## src/rtl/fdiv_seq_pkg.sv

```systemverilog
// Shared constants, operand/result classes and classification helpers for the
// iterative single-precision divider.
package fdiv_seq_pkg;

    localparam int unsigned ITER    = 26;
    localparam int unsigned BIAS    = 127;
    localparam logic [31:0] QNAN    = 32'h7FC00000;
    localparam logic [31:0] POS_INF = 32'h7F800000;

    typedef enum logic [1:0] {ClsZero, ClsNorm, ClsInf, ClsNan} op_cls_e;
    typedef enum logic [1:0] {ResNorm, ResZero, ResInf, ResNan} res_cls_e;

    // Denormals (exp == 0) are flushed and classified as zero.
    function automatic op_cls_e classify(input logic [30:0] x);
        if (x[30:23] == 8'h00) begin
            return ClsZero;
        end else if (x[30:23] == 8'hFF) begin
            return (x[22:0] == 23'd0) ? ClsInf : ClsNan;
        end
        return ClsNorm;
    endfunction

    // First match wins: NaN-producing cases, then infinity, then zero.
    function automatic res_cls_e special(input op_cls_e ca, input op_cls_e cb);
        if (ca == ClsNan || cb == ClsNan || (ca == ClsZero && cb == ClsZero) ||
            (ca == ClsInf && cb == ClsInf)) begin
            return ResNan;
        end else if (ca == ClsInf || cb == ClsZero) begin
            return ResInf;
        end else if (ca == ClsZero || cb == ClsInf) begin
            return ResZero;
        end
        return ResNorm;
    endfunction

endpackage

```

## src/rtl/fdiv_seq_if.sv

```systemverilog
// Pipeline-side handshake of the divider: request, operands, result and status.
interface fdiv_seq_if;
    logic        start;
    logic [31:0] a;
    logic [31:0] b;
    logic [31:0] s;
    logic        busy;
    logic        done;
    logic [4:0]  cnt_div;

    modport master (output start, a, b, input s, busy, done, cnt_div);
    modport slave  (input start, a, b, output s, busy, done, cnt_div);
endinterface

```

## src/rtl/fdiv_seq_round.sv

```systemverilog
// Normalise, round-to-nearest-even and pack a 26-bit restoring quotient;
// overflow saturates to infinity, underflow flushes to zero.
module fdiv_round import fdiv_seq_pkg::*; (
    input  logic              sign,
    input  logic signed [9:0] expo,
    input  logic [25:0]       q,
    input  logic              rem_nz,
    output logic [31:0]       res
);

    logic [23:0]       mant;
    logic [24:0]       mant_r;
    logic              guard;
    logic              sticky;
    logic              rnd_up;
    logic signed [9:0] exp_n;
    logic [22:0]       frac;

    always_comb begin
        mant   = '0;
        guard  = 1'b0;
        sticky = 1'b0;
        exp_n  = expo;
        if (q[25]) begin
            mant   = q[25:2];
            guard  = q[1];
            sticky = q[0] | rem_nz;
        end else begin
            // Quotient below 1.0: q[24] is guaranteed set since a/b > 0.5.
            mant   = q[24:1];
            guard  = q[0];
            sticky = rem_nz;
            exp_n  = expo - 10'sd1;
        end
        rnd_up = guard & (sticky | mant[0]);
        mant_r = {1'b0, mant} + {24'd0, rnd_up};
        frac   = mant_r[22:0];
        if (mant_r[24]) begin
            exp_n = exp_n + 10'sd1;
            frac  = mant_r[23:1];
        end
        if (exp_n >= 10'sd255) begin
            res = {sign, POS_INF[30:0]};
        end else if (exp_n <= 10'sd0) begin
            res = {sign, 31'd0};
        end else begin
            res = {sign, exp_n[7:0], frac};
        end
    end

endmodule

```

## src/rtl/fdiv_seq.sv

```systemverilog
// Iterative radix-2 restoring IEEE single divider: fixed ITER-cycle latency,
// one quotient bit per cycle, RNE rounding, flush-to-zero.
module fdiv_seq import fdiv_seq_pkg::*; (
    input logic        clk,
    input logic        clrn,
    fdiv_seq_if.slave  bus
);

    typedef enum logic {StIdle, StDiv} state_e;

    state_e            state_q;
    logic              sign_q;
    logic signed [9:0] exp_q;
    logic [23:0]       div_q;
    logic [25:0]       rem_q;
    logic [24:0]       quo_q;
    res_cls_e          cls_q;
    logic [4:0]        cnt_q;
    logic              done_q;
    logic [31:0]       s_q;

    logic [26:0]       trial;
    logic              ge;
    logic [25:0]       rem_step;
    logic [25:0]       quo_next;
    logic [31:0]       round_res;

    always_comb begin
        trial    = {1'b0, rem_q} - {3'b000, div_q};
        ge       = ~trial[26];
        rem_step = ge ? trial[25:0] : rem_q;
        quo_next = {quo_q, ge};
    end

    // Rounding sees the final step combinationally so it folds into the last edge.
    fdiv_round u_round (
        .sign   (sign_q),
        .expo   (exp_q),
        .q      (quo_next),
        .rem_nz (|rem_step),
        .res    (round_res)
    );

    always_ff @(posedge clk or negedge clrn) begin
        if (!clrn) begin
            state_q <= StIdle;
            sign_q  <= 1'b0;
            exp_q   <= '0;
            div_q   <= '0;
            rem_q   <= '0;
            quo_q   <= '0;
            cls_q   <= ResNorm;
            cnt_q   <= '0;
            done_q  <= 1'b0;
            s_q     <= '0;
        end else begin
            unique case (state_q)
                StIdle: begin
                    done_q <= 1'b0;
                    if (bus.start) begin
                        sign_q  <= bus.a[31] ^ bus.b[31];
                        exp_q   <= {2'b00, bus.a[30:23]} - {2'b00, bus.b[30:23]} + 10'(BIAS);
                        rem_q   <= {2'b01, bus.a[22:0]};
                        div_q   <= {1'b1, bus.b[22:0]};
                        quo_q   <= '0;
                        cls_q   <= special(classify(bus.a[30:0]), classify(bus.b[30:0]));
                        cnt_q   <= 5'(ITER);
                        state_q <= StDiv;
                    end
                end
                StDiv: begin
                    rem_q <= {rem_step[24:0], 1'b0};
                    quo_q <= quo_next[24:0];
                    cnt_q <= cnt_q - 5'd1;
                    if (cnt_q == 5'd1) begin
                        unique case (cls_q)
                            ResNorm: s_q <= round_res;
                            ResZero: s_q <= {sign_q, 31'd0};
                            ResInf:  s_q <= {sign_q, POS_INF[30:0]};
                            ResNan:  s_q <= QNAN;
                        endcase
                        done_q  <= 1'b1;
                        state_q <= StIdle;
                    end
                end
            endcase
        end
    end

    assign bus.s       = s_q;
    assign bus.busy    = (state_q == StDiv);
    assign bus.done    = done_q;
    assign bus.cnt_div = cnt_q;

endmodule

```

## src/flat_wrapper.sv

```systemverilog
// flat-port wrapper written by rule: the top's interface ports become plain ports
module fdiv_seq_flat import fdiv_seq_pkg::*;
  (clk, clrn, bus_start, bus_a, bus_b, bus_s, bus_busy, bus_done, bus_cnt_div);
  fdiv_seq_if bus_i ();
  input logic clk;
  input logic clrn;
  input wire logic [$bits(bus_i.start)-1:0] bus_start;
  input wire logic [$bits(bus_i.a)-1:0] bus_a;
  input wire logic [$bits(bus_i.b)-1:0] bus_b;
  output wire logic [$bits(bus_i.s)-1:0] bus_s;
  output wire logic [$bits(bus_i.busy)-1:0] bus_busy;
  output wire logic [$bits(bus_i.done)-1:0] bus_done;
  output wire logic [$bits(bus_i.cnt_div)-1:0] bus_cnt_div;
  assign bus_i.start = bus_start;
  assign bus_i.a = bus_a;
  assign bus_i.b = bus_b;
  assign bus_s = bus_i.s;
  assign bus_busy = bus_i.busy;
  assign bus_done = bus_i.done;
  assign bus_cnt_div = bus_i.cnt_div;
  fdiv_seq u_core (.clk(clk), .clrn(clrn), .bus(bus_i));
endmodule
```

## config.mk

```make
export PLATFORM = sky130hd
export DESIGN_NAME = fdiv_seq_flat
export DESIGN_NICKNAME = d
export VERILOG_FILES = /design/src/rtl/fdiv_seq_pkg.sv /design/src/rtl/fdiv_seq_if.sv /design/src/rtl/fdiv_seq_round.sv /design/src/rtl/fdiv_seq.sv /design/src/flat_wrapper.sv
export SDC_FILE = /design/constraint.sdc
export NUM_CORES = 1
export LEC_CHECK = 0
export CORE_MARGIN = 2
export CORE_UTILIZATION = 50
export CTS_BUF_LIST = sky130_fd_sc_hd__clkbuf_8
export DETAILED_ROUTE_END_ITERATION = 16
export GPL_TIMING_DRIVEN = 0
export PLACE_DENSITY = 0.77
export SYNTH_ARGS = -nofsm -noshare
export SYNTH_HDL_FRONTEND = slang
export SYNTH_HIERARCHICAL = 1
export SYNTH_SLANG_ARGS = --single-unit
```

## constraint.sdc

```tcl
create_clock -name clk -period 7.05 [get_ports clk]
set_clock_uncertainty 0.2 [all_clocks]
set_input_delay 0.705 -clock clk [delete_from_list [all_inputs] [get_ports clk]]
set_output_delay 0.705 -clock clk [all_outputs]
set_load 0.005 [all_outputs]
```

== Word level (Yosys, flattened, before mapping) ==
Cells that the tools add are included.

* Word-level logic and storage cells: 104
* ROM bits: 0
* Bits in registers: 127
* Memories kept: 0
* Bits in writable memories: 0
* Bits in latches: 0

* Bitwise gates (word level): 6
* Div/mod/pow operators: 0
* Reductions and logical operators: 17
* Muxes and demuxes: 50
* $mul: 0
* Shift operators: 0
* Eq/ne operators: 12
* $lt $le $gt $ge: 2
* Add/sub/neg operators: 7

{| class="wikitable"
|+ Operators by type and width
! operator !! number
|-
| $pmux 32 s4 || 1
|-
| $mux 31 || 2
|-
| $mux 26 || 2
|-
| $pmux 26 s2 || 1
|-
| $pmux 25 s2 || 1
|-
| $logic_not 23->1 || 2
|-
| $mux 2 || 14
|-
| $sub 26x24->27 || 1
|-
| $reduce_or 26->1 || 1
|-
| $add 24x1->25 || 1
|-
| $mux 25 || 1
|-
| $mux 24 || 1
|-
| $mux 23 || 1
|-
| $mux 1 || 20
|-
| $mux 10 || 2
|-
| $eq 8x8->1 const B || 2
|-
| $logic_not 8->1 || 2
|-
| $eq 2x2->1 const B || 6
|-
| $add 10x2->10 const B || 1
|-
| $add 10x7->10 const B || 1
|-
| $ge 10x9->1 const B || 1
|-
| $le 10x1->1 const B || 1
|-
| $pmux 5 s2 || 1
|-
| $sub 10x2->10 const B || 1
|-
| other kinds (15) || 27
|}

== Logic depth before layout (Yosys ltp) ==
* Depth in word-level cells: 16
* Mapped depth: 26

== Hierarchy ==
The synthesis kept the hierarchy.

{| class="wikitable"
|+ By module, submodules not included
! module !! cells each !! sequential area each (um^2) !! area an instance (um^2) !! times used
|-
| fdiv_seq || 858 || 3178.0 || 7596.0 || 1
|-
| fdiv_round || 330 || 0.0 || 2245.9 || 1
|}

== Worst setup path before layout ==
Ideal clock, no wire load.

* Path kind: register -> register
* From: register u_core.rem_q[8]
* To: register u_core.s_q[22], in the netlist u_core/bus.s[22]
* Clock period less this slack: 5.483 ns
* Stages on the path, launching flop included: 25
* Buffers on the path: 5
* Library setup time: 0.133 ns
* Setup slack: 1.567 ns
* Required time: 6.717 ns
* Arrival time: 5.150 ns
* Cell sequence: dfrtp_1 ha_1 clkbuf_1 nand2_1 o21ai_1 a22oi_2 nand2_2 o31ai_4 inv_2 buf_6 clkbuf_1 mux2i_1 nor2b_1 ha_1 nand2_1 or4_1 buf_4 or4_4 nor3_2 xnor2_1 o41ai_4 buf_6 nor3_2 a21oi_1 o21ai_0

* Elaborated cells on any way between the ends: 17

{| class="wikitable"
|+ RTL lines
! element !! RTL line !! source
|-
| start, declared || fdiv_seq.sv:15 || <nowiki>logic [25:0] rem_q;</nowiki>
|-
| start signal, assigned || fdiv_seq.sv:63 || <nowiki>rem_q <= {2'b01, bus.a[22:0]};</nowiki>
|-
| start signal, assigned || fdiv_seq.sv:72 || <nowiki>rem_q <= {rem_step[24:0], 1'b0};</nowiki>
|-
| $sub 26x24->27 (*) || fdiv_seq.sv:29 || <nowiki>trial = {1'b0, rem_q} - {3'b000, div_q};</nowiki>
|-
| $not 1->1 (*) || fdiv_seq.sv:30 || <nowiki>ge = ~trial[26];</nowiki>
|-
| named net u_core.ge || fdiv_seq.sv:23 || <nowiki>logic ge;</nowiki>
|-
| $or 1x1->1 || fdiv_seq_round.sv:27 || <nowiki>sticky = q[0] | rem_nz;</nowiki>
|-
| $mux 1 || fdiv_seq_round.sv:24 || <nowiki>if (q[25]) begin</nowiki>
|-
| $or 1x1->1 || fdiv_seq_round.sv:35 || <nowiki>rnd_up = guard & (sticky | mant[0]);</nowiki>
|-
| $and 1x1->1 (*) || fdiv_seq_round.sv:35 ||
|-
| $add 24x1->25 (*) || fdiv_seq_round.sv:36 || <nowiki>mant_r = {1'b0, mant} + {24'd0, rnd_up};</nowiki>
|-
| $mux 10 || fdiv_seq_round.sv:38 || <nowiki>if (mant_r[24]) begin</nowiki>
|-
| $le 10x1->1 || fdiv_seq_round.sv:44 || <nowiki>end else if (exp_n <= 10'sd0) begin</nowiki>
|-
| $mux 31 || fdiv_seq_round.sv:44 ||
|-
| $mux 31 (*) || fdiv_seq_round.sv:42 || <nowiki>if (exp_n >= 10'sd255) begin</nowiki>
|-
| named net u_core.round_res[22] || fdiv_seq.sv:26 || <nowiki>logic [31:0] round_res;</nowiki>
|-
| $pmux 32 s4 (*) || fdiv_seq.sv:76 || <nowiki>unique case (cls_q)</nowiki>
|-
| end signal, assigned || fdiv_seq.sv:77 || <nowiki>ResNorm: s_q <= round_res;</nowiki>
|-
| end signal, assigned || fdiv_seq.sv:78 || <nowiki>ResZero: s_q <= {sign_q, 31'd0};</nowiki>
|-
| end signal, assigned || fdiv_seq.sv:79 || <nowiki>ResInf: s_q <= {sign_q, POS_INF[30:0]};</nowiki>
|-
| end, declared || fdiv_seq.sv:20 || <nowiki>logic [31:0] s_q;</nowiki>
|}

Mark *: on every way through the listed nets, which the timed path passes. The rest lies on a longest branch.
A chain may end at the register's enable or synchronous reset.

== Worst setup path in the final report ==
Ends and elaborated chain as after synthesis.

==> metrics <==
status finished clean; storage element area 0.00318 mm2; vias after detailed routing 9286; Setup Fix Bufs, Post-CTS 0; final-stage net count 1420; Leak Pwr 4.83 nW; total power consumption of the routed design 0.00619 W; Core Footprint 0.0194 mm2; maximum ir drop on the vdd rail 0.000311 V; instance count after placement with tap cells included 1558; site row count 51; sequential area share after synthesis 0.323; synthesized instance count 1188; summed area of non-filler cells in the final layout 0.0116 mm2; overall die width 144 um; Yosys Warn Count 6; latest clock arrival within the worst-skew pair 460 ps; HPWL after detailed placement 20700 um; power density cells 532 mW/mm2; first-iteration detailed-routing DRC count 792; Sink Count 127; final design utilization 0.600; die extent in y 144 um; data arrival time of the critical path 6810 ps; most common library cell in the layout ignoring fill and taps sky130_fd_sc_hd__nand2_1; Clock Pin Slew Worst Setup and Hold Paths 70 ps; routability congestion estimate 0.915; number of unique standard cell types used by synthesis 80; initial antenna violation count 0; via count normalized by instance count 5.84; count of input and output buffers 104; Area growth, synth to finish 18.3%; Slowest-stage cell, CP sky130_fd_sc_hd__clkbuf_1; multi-input gate area in the final layout 0.00613 mm2; placement-stage cell area 0.0112 mm2; area of the die 0.0208 mm2; total standard cell area after synthesis 0.00984 mm2; fill cell total of the finished layout 1758; Ant. Diodes 0; flip-flop and latch count after synthesis 127; boundary pin count 106; DRC errors left 0; WL/cell 16.9 um; routed wire length 26900 um; endpoint required time on the critical path 7180 ps; syn_nets 1295; global-route congestion overflow total 0; count of H-tree levels built during CTS 4; vias in the first global route 8757; launch instance of the worst min-delay path u_core/bus.s[8]; critical register-to-register path endpoint u_core/bus.s[22]; number of buffers added by the clock tree synthesis step 17; critical register-to-register path startpoint u_core/rem_q[8]; clock tree root driver cell sky130_fd_sc_hd__clkbuf_8; EDFF count, synth 0; sort of element at the start of the critical path flop; wire length of the first global-routing pass 43700 um; register-to-register setup slack 370 ps; maximum clock frequency 150 MHz; worst hold path cell count 2; category of the critical setup timing path reg -> reg; clock tree from TritonCTS built; Tot GR Track Use 0.265; Period Utilization, post-route 0.947; number of buffers on the longest clock path 2; proportion of register bits with asynchronous set or reset after synthesis 1.00; initial core utilization 0.507; largest fanout of any net on the critical path 14; measured slew at the worst slew-check pin 973 ps; Endpoint, Worst Hold u_core/bus.s[8]; syn_area_per_cell 8.28 um2; setup repair after global routing missed its margin false; first drt pass iteration count 5; final non-filler cell total 1589; Synth Flop Type sky130_fd_sc_hd__dfrtp_1; commonest cells after routing, fill and taps aside sky130_fd_sc_hd__nand2_1, sky130_fd_sc_hd__dfrtp_1, sky130_fd_sc_hd__clkdlybuf4s50_1, sky130_fd_sc_hd__o21ai_0, sky130_fd_sc_hd__a21oi_1; type of destination of the critical path flop; post-route setup TNS 0 ps; normalized max-slew margin 0.346; final number of max-transition violations 0; share of final-layout standard cells stronger than drive strength 1 0.0801; delay of the slowest cell on the worst path 580 ps; Final Hold Fails 0; cell count of the worst reg-to-reg path 24; worst hold path type reg -> reg; final critical-path required period 6680 ps; largest net degree at the start of global routing 91; crit-path cells ha_1 > clkbuf_1 > nand2_1 > o21ai_1 > a22oi_2 > nand2_2 > o31ai_4 > inv_2 > buf_6 > clkbuf_1 > mux2i_1 > nor2b_1 > ha_1 > nand2_1 > or4_1 > buf_4 > nor4_4 > a31oi_1 > or4_1 > o41ai_4 > buf_6 > nor3_2 > a21oi_1 > o21ai_0; Max Cap Viol 0; antenna-violating nets left 0; number of setup violations in the final report 0
## synthesized netlist by cell type (7+ instances only)
master,count,area [um2]
sky130_fd_sc_hd__ha_1,38,475
sky130_fd_sc_hd__o21ai_0,103,515
sky130_fd_sc_hd__a211oi_1,20,150
sky130_fd_sc_hd__o2111ai_1,7,61.3
sky130_fd_sc_hd__a31oi_1,13,81.3
sky130_fd_sc_hd__nand3b_1,7,52.6
sky130_fd_sc_hd__or3_1,8,50.1
sky130_fd_sc_hd__a21oi_1,63,315
sky130_fd_sc_hd__nand2b_1,10,62.6
sky130_fd_sc_hd__nor4_1,33,206
sky130_fd_sc_hd__nor2b_1,26,163
sky130_fd_sc_hd__nor3_2,12,120
sky130_fd_sc_hd__o211ai_1,10,75.1
sky130_fd_sc_hd__inv_1,54,203
sky130_fd_sc_hd__nor2_1,47,176
sky130_fd_sc_hd__and2_1,7,43.8
sky130_fd_sc_hd__nand2_1,186,698
sky130_fd_sc_hd__and3_1,11,68.8
sky130_fd_sc_hd__o21a_1,7,52.6
sky130_fd_sc_hd__mux2i_1,41,410
sky130_fd_sc_hd__nor3_1,30,150
sky130_fd_sc_hd__dfrtp_1,127,3180
sky130_fd_sc_hd__nand3_1,25,125
sky130_fd_sc_hd__mux2_2,32,360
sky130_fd_sc_hd__clkbuf_1,57,214
sky130_fd_sc_hd__xnor2_1,49,429
sky130_fd_sc_hd__xor2_1,27,236
sky130_fd_sc_hd__nand4_1,20,125
## layout make-up
cell class	instances	share of cell area
sequential	127	0.273
clock inverter	11	0.0102
tap	265	0.0285
inverter	57	0.0184
timing repair buffer	106	0.0928
multi-input combinational	930	0.526
clock buffer	19	0.0225
buffer	74	0.0282
## worst max-delay path by stage
stage,startpoint,endpoint,slack [ps],depth (start not counted)
final,u_core/rem_q[8],u_core/bus.s[22],370,24
after CTS,u_core/rem_q[14],u_core/bus.s[22],170,23
after detailed placement,u_core/rem_q[14],u_core/bus.s[22],200,23
after global routing,u_core/rem_q[8],u_core/bus.s[20],10,24
after floorplan,u_core/rem_q[8],u_core/bus.s[22],1570,24
after global placement,clrn,u_core/div_q[4],-70,1
## per-layer routing
layer / vias up / global-route usage / wire, um / share of wire
li1: 4519 / - / - / -
met4: 0 / 0.104 / 811 / 0.030
met1: 4415 / 0.337 / 11500 / 0.43
met5: - / 0 / 0 / 0
met3: 54 / 0.0427 / 1590 / 0.059
met2: 298 / 0.453 / 13000 / 0.48
## sequential cells by signal, summed over array words and instances, names as in the netlist
name                cells
u_core/bus.s           32
u_core/rem_q           26
u_core/quo_q           25
u_core/div_q           24
u_core/exp_q           10
u_core/bus.cnt_div      5
u_core/cls_q            2
u_core/bus.busy         1
u_core/bus.done         1
u_core/sign_q           1
## stage by stage
step | hold WS, ps | setup slack, ps
2_1_floorplan | 209 | 1570
3_3_place_gp | 261 | -73.5
3_5_place_dp | 269 | 202
4_1_cts | 285 | 172
5_1_grt | 300 | 11.8
6_report | 279 | 371
## cell families after synthesis
| group | count (synthesis) | synth area share |
|---|---|---|
| multiplexers | 73 | 0.0783 |
| flip-flops | 127 | 0.323 |
| buffers and inverters | 131 | 0.0550 |
| XOR/XNOR | 76 | 0.0676 |
| AO/OA/AOI/OAI | 292 | 0.190 |
| adder cells (fa/ha/maj) | 40 | 0.0524 |
| AND/OR/NAND/NOR | 449 | 0.233 |
## worst max-delay path: cells and delay by family (launching register included)
kind / cells / cell delay, ps
compound gates: 7 / 1390
buf+inv: 6 / 1730
flops: 1 / 420
simple gates: 8 / 2150
mux: 1 / 150
fa+ha+maj: 2 / 480
## report_power, final
group | switching (W) | internal, W | total [W]
Sequential | 0.000354 | 0.00108 | 0.00143
Clock | 0.000303 | 0.000326 | 0.000629
Combinational | 0.00233 | 0.00179 | 0.00413
Total | 0.00299 | 0.00320 | 0.00619
## repair_timing
action                                  CTS  global route
endpoints found under the hold margin    37             0
resized for setup                         0             1
endpoints found under the setup margin    0            23
hold buffers                              1             0
(Power assumes the default switching activity.)
